<file path="src/rtl/sr_latch_driver.sv">
// Initiator for a gated SR storage cell: sequences setup/strobe/hold/release on s/r/c,
// then reads q/qbar back through synchronizers. Optional retry: SR_LATCH_DRIVER_RETRY_EN.
module sr_latch_driver #(
    parameter int unsigned SETUP_CYCLES  = 1,
    parameter int unsigned STROBE_CYCLES = 2,
    parameter int unsigned HOLD_CYCLES   = 1,
    parameter int unsigned SETTLE_CYCLES = 2
) (
    input  logic clk,
    input  logic reset,
    input  logic req,
    input  logic req_op,
    input  logic wr_bit,
    output logic ready,
    output logic done,
    output logic rd_bit,
    output logic err,
`ifdef SR_LATCH_DRIVER_RETRY_EN
    output logic retried,
`endif
    output logic latch_s,
    output logic latch_r,
    output logic latch_c,
    input  logic latch_q,
    input  logic latch_qbar
);

    localparam int unsigned SETTLE_LEN = SETTLE_CYCLES + 2;
    localparam int unsigned MAX_AB     = (SETUP_CYCLES > STROBE_CYCLES) ? SETUP_CYCLES : STROBE_CYCLES;
    localparam int unsigned MAX_CD     = (HOLD_CYCLES > SETTLE_LEN) ? HOLD_CYCLES : SETTLE_LEN;
    localparam int unsigned MAX_LEN    = (MAX_AB > MAX_CD) ? MAX_AB : MAX_CD;
    localparam int unsigned CW         = $clog2(MAX_LEN) + 1;

    localparam logic [2:0] IDLE   = 3'd0;
    localparam logic [2:0] SETUP  = 3'd1;
    localparam logic [2:0] STROBE = 3'd2;
    localparam logic [2:0] HOLD   = 3'd3;
    localparam logic [2:0] SETTLE = 3'd4;
    localparam logic [2:0] CHECK  = 3'd5;

    logic [2:0]    state, state_next;
    logic [CW-1:0] cnt, cnt_next;
    logic          op_wr_r, bit_r;
    logic          q_meta, q_sync, qb_meta, qb_sync;
    logic          retry_pend;
    logic          retry_now_c, finish_c, chk_err_c, drive_c, wbit_c, last_c;
`ifdef SR_LATCH_DRIVER_RETRY_EN
    logic          retried_r;
`endif

    // Count loaded on phase entry; phase lasts load+1 cycles.
    function automatic logic [CW-1:0] phase_load(input logic [2:0] st);
        case (st)
            SETUP:   phase_load = CW'(SETUP_CYCLES - 1);
            STROBE:  phase_load = CW'(STROBE_CYCLES - 1);
            HOLD:    phase_load = CW'(HOLD_CYCLES - 1);
            SETTLE:  phase_load = CW'(SETTLE_LEN - 1);
            default: phase_load = '0;
        endcase
    endfunction

    always_comb begin
        state_next  = state;
        cnt_next    = cnt;
        last_c      = (cnt == '0);
        chk_err_c   = (q_sync == qb_sync) || (op_wr_r && (q_sync != bit_r));
`ifdef SR_LATCH_DRIVER_RETRY_EN
        // Only a clean wrong value retries; q==qbar is reported immediately.
        retry_now_c = op_wr_r && !retried_r && (q_sync != bit_r) && (q_sync != qb_sync);
`else
        retry_now_c = 1'b0;
`endif
        finish_c    = (state == SETTLE) && last_c && !retry_now_c;
        wbit_c      = (state == IDLE) ? wr_bit : bit_r;

        case (state)
            IDLE:    if (req) state_next = req_op ? SETTLE : SETUP;
            SETUP:   if (last_c) state_next = STROBE;
            STROBE:  if (last_c) state_next = HOLD;
            HOLD:    if (last_c) state_next = SETTLE;
            SETTLE:  if (last_c) state_next = CHECK;
            CHECK:   state_next = retry_pend ? SETUP : IDLE;
            default: state_next = IDLE;
        endcase

        if (state_next != state) cnt_next = phase_load(state_next);
        else if (!last_c)        cnt_next = cnt - CW'(1);

        drive_c = (state_next == SETUP) || (state_next == STROBE) || (state_next == HOLD);
    end

    // State, counter, capture and synchronizers.
    always_ff @(posedge clk) begin
        if (reset) begin
            state      <= IDLE;
            cnt        <= '0;
            op_wr_r    <= 1'b0;
            bit_r      <= 1'b0;
            retry_pend <= 1'b0;
            q_meta     <= 1'b0;
            q_sync     <= 1'b0;
            qb_meta    <= 1'b0;
            qb_sync    <= 1'b0;
        end else begin
            state      <= state_next;
            cnt        <= cnt_next;
            q_meta     <= latch_q;
            q_sync     <= q_meta;
            qb_meta    <= latch_qbar;
            qb_sync    <= qb_meta;
            retry_pend <= (state == SETTLE) && last_c && retry_now_c;
            if (state == IDLE && req) begin
                op_wr_r <= ~req_op;
                bit_r   <= wr_bit;
            end
        end
    end

`ifdef SR_LATCH_DRIVER_RETRY_EN
    always_ff @(posedge clk) begin
        if (reset) begin
            retried_r <= 1'b0;
            retried   <= 1'b0;
        end else begin
            if (state == IDLE && req)               retried_r <= 1'b0;
            else if (state == CHECK && retry_pend)  retried_r <= 1'b1;
            retried <= finish_c && retried_r;
        end
    end
`endif

    // Registered outputs, derived from the state being entered.
    always_ff @(posedge clk) begin
        if (reset) begin
            ready   <= 1'b1;
            done    <= 1'b0;
            rd_bit  <= 1'b0;
            err     <= 1'b0;
            latch_s <= 1'b0;
            latch_r <= 1'b0;
            latch_c <= 1'b0;
        end else begin
            ready   <= (state_next == IDLE);
            done    <= finish_c;
            latch_s <= drive_c & wbit_c;
            latch_r <= drive_c & ~wbit_c;
            latch_c <= (state_next == STROBE);
            if (finish_c) begin
                rd_bit <= q_sync;
                err    <= chk_err_c;
            end
        end
    end

endmodule

</file>
<file path="config.mk">
export PLATFORM = sky130hd
export DESIGN_NAME = sr_latch_driver
export DESIGN_NICKNAME = d
export VERILOG_FILES = /design/src/rtl/sr_latch_driver.sv
export SDC_FILE = /design/constraint.sdc
export NUM_CORES = 1
export LEC_CHECK = 0
export ABC_AREA = 1
export BUFFER_PORTS_ARGS = -buffer_cell sky130_fd_sc_hd__buf_2
export CAP_MARGIN = 20
export CORE_UTILIZATION = 47
export DETAILED_ROUTE_END_ITERATION = 12
export PLACE_DENSITY = 0.71
export SYNTH_ARGS = -nofsm -noshare
export SYNTH_HDL_FRONTEND = slang
export SYNTH_SLANG_ARGS = --single-unit
</file>
<file path="constraint.sdc">
create_clock -name clk -period 1.3 [get_ports clk]
set_clock_uncertainty 0.05 [all_clocks]
set_input_delay 0.065 -clock clk [delete_from_list [all_inputs] [get_ports clk]]
set_output_delay 0.065 -clock clk [all_outputs]
set_load 0.005 [all_outputs]
</file>
==> results.md <==
* Status: complete, but fails checks
* Failing checks: DRC, setup timing
* Post-DP HPWL at 1330 um
* Drt wl/cell at 12.4 um
* Mapped Cells at 111
* Post-Synthesis Cell Area at 840 um^2
* Die Footprint at 0.00196 mm^2
* M1 GR Usage at 0.291
* DP Worst Slack at -0.122 ns
* Synth Warn # at 0
* Final WS setup at -0.103 ns
* Synth Area in Adders at 0.0298
* Critical Path RT at 1.46 ns
* Sequential Power Share at 0.258
* Largest cells by area after synthesis: dfxtp_1 45%, nand2_1 8.9%, inv_1 8.5%
* Largest net degree at the start of global routing at 12
* CTS tree: done
* Remaining DRCs at 2
* Setup CP Type: reg -> reg
* Static leakage at 0.596 nW
* GPL Wtd Cong at 0.847
* Share of layout cells above drive strength 1 at 0.469
* Reg clk slew, reported paths at 0.11 ns
* Peak VDD IR at 1.74 mV
* Top Registers: cnt (3), state (3)
* Max cap viols at 0
* Antenna Violating Nets Remaining at 0
* Post-synth top area share at 0.453
* GRT met3 Usage at 0.0490
* Yosys cell types at 23
* Die height at 44.3 um
* Syn Nets at 120
* Vias in the first global route at 771
* Number of antenna violations at the first check in global routing at 0
* Vias per cell at 4.88
* Ant diodes at 0
* Worst-path cell chain: inv_2 > ha_4 > nand2_4 > inv_4 > nand4_1 > nand3_2 > nand2_2 > nand2_1 > nor2_2 > nor2_2
* Combinational group share of total power at 0.651
* Pwr Density at 2710 mW/mm^2
* Syn Area/Cell at 7.56 um^2
* DRT Pass-1 Iters at 10
* Simple-gate share of the synthesized area at 0.314
* P_int at 1.86 mW
* Slowest-stage cell, CP: dfxtp_2
* Buffers added on ports at 13
* Switching Fraction at 0.439
* # IOs at 14
* CP endpoint kind: flip-flop
* Final setup TNS at -0.410 ns
* Post-Synth XOR/XNOR Area at 0.0104
* Final Max Tran Viols at 0
* Crit Path Max Fanout at 4
* Fmax at 713 MHz
* Main combinational cell family by area after synthesis: simple AND/OR/NAND/NOR gates
* Final clock period utilization by the worst path at 1.08
* Synth-to-layout area growth at 45.6%
* Compound-gate portion of the synthesized area at 0.0984
* Hold slack at 0.00874 ns
* Gr usage total at 0.231
* Initial DRC count at 26
* Critical Path AT at 1.56 ns
* Global Route met2 Usage at 0.385
* Hold Fails Final Rpt at 0
* Crit path launch type: flip-flop
* Top cell type by total area after synthesis: dfxtp_1
* Via count at 834
* Std cell rows at 14
* Clk_lat worst skew at 0.30 ns
* Final setup fails at 9
* Sink Count at 19
* Die Span X at 44.3 um
* Hold Crit Class: in -> reg
* Core Region at 0.00159 mm^2
* Flops & latches, synth at 19
* Max-Slew Margin vs Limit at 0.765
* Slowest stage delay, CP at 0.35 ns
* Final WL at 2120 um
* Sw Pwr at 1.45 mW
* CTS Buffer Depth at 2
* First-pass GRT wire length at 3340 um
* Grt total ovfl at 0
* Nets@finish at 157
* Fillers at 118
* CTS buffer count at 3
* RSZ-0062 raised after global routing: yes
* GRT busiest layer: met2
* Worst slew pin tran at 0.352 ns
* H-tree depth at 1
* CTS root buf: clkbuf_4
* Clock network fraction of design power at 0.091
* Sequential-to-total area share from yosys stat at 0.453
* Starting Density at 0.527
* Crit path time final at 1.40 ns
* Multiplexer share of the synthesized area at 0
* Most used cell, CP: nor2_2
[layout make-up]
type / count / area [um^2] / area share
clock buffer: 3 / 22.5 / 0.0184
clock inverter: 1 / 5.00 / 0.00409
inverter: 20 / 77.6 / 0.0635
multi-input combinational: 71 / 482 / 0.394
sequential: 19 / 385 / 0.315
tap: 24 / 30.0 / 0.0246
timing repair buffer: 33 / 220 / 0.180
[cells in the final DEF, fill, tap and decap left out, drive strengths merged, types with 2 or more instances in the layout]
cell,n
ha,2
inv,20
nor2,22
dfxtp,19
nand2,23
clkbuf,3
nand3b,2
buf,31
o21ai,7
nand3,6
a21oi,4
dlygate4sd3,2
[logic make-up after synthesis]
| kind of cell | after synthesis |
|---|---|
| xor gates and xnor gates | 1 |
| AOI/OAI and AO/OA | 14 |
| DFF | 19 |
| adders and majority gates | 2 |
| buffers and inverters | 21 |
| and+or+nand+nor | 54 |
[Yosys cell counts (all sizes together)]
| cell | instances |
|---|---|
| o311ai | 1 |
| nand2 | 23 |
| a21oi | 4 |
| nor2 | 22 |
| dfxtp | 19 |
| o21ai | 7 |
| xor2 | 1 |
| a211oi | 1 |
| ha | 2 |
| nand3 | 6 |
| inv | 20 |
| nand4 | 1 |
| nand3b | 2 |
| clkbuf | 1 |
| o211ai | 1 |
[stage by stage]
stage / power (mW) / cells / utilization / cell area (um^2)
global placement: 2.27 / 158 / 0.647 / 1030
CTS: 2.85 / 166 / 0.709 / 1130
global route: 3.56 / 171 / 0.767 / 1220
finish: 3.31 / 171 / 0.767 / 1220
floorplan: 1.80 / 111 / - / 857
detailed placement: 2.34 / 158 / 0.647 / 1030
[routing by layer]
| layer | share of wire | vias to the layer above |
|---|---|---|
| li1 | - | 413 |
| met1 | 0.42 | 378 |
| met5 | 0 | - |
| met3 | 0.060 | 10 |
| met2 | 0.49 | 33 |
| met4 | 0.028 | 0 |
[what timing repair did]
item | in CTS | in global routing
hold buffers | 2 | 0
endpoints found under the setup margin | 8 | 10
gates resized for setup | 9 | 14
buffers inserted | 2 | 5
pin swaps | 5 | 7
endpoints found under the hold margin | 2 | 0
[worst max-delay path: cells and delay by family, from the launching register on]
family | cells | cell delay [ns]
buffers and inverters | 2 | 0.09
and+or+nand+nor | 7 | 0.64
DFF | 1 | 0.35
adders and majority gates | 1 | 0.17
[power groups by stage]
stage	clock, mW	combinational, mW	sequential (mW)
after CTS	0.303	1.71	0.843
after global placement	0	1.42	0.849
final	0.302	2.16	0.854
after detailed placement	0	1.49	0.854
after global routing	0.339	2.35	0.871
after floorplan	0	0.939	0.860
[final timing paths]
kind | cells past startpoint | start | to | slack, ns
setup / recovery | 10 | cnt[0] | cnt[0] | -0.10
hold / removal | 2 | reset | state[1] | 0.009
setup reg to reg | 10 | cnt[0] | cnt[0] | -0.10
hold reg to reg | 2 | q_meta | q_sync | 0.36
Power figures use the tool's default switching activity.
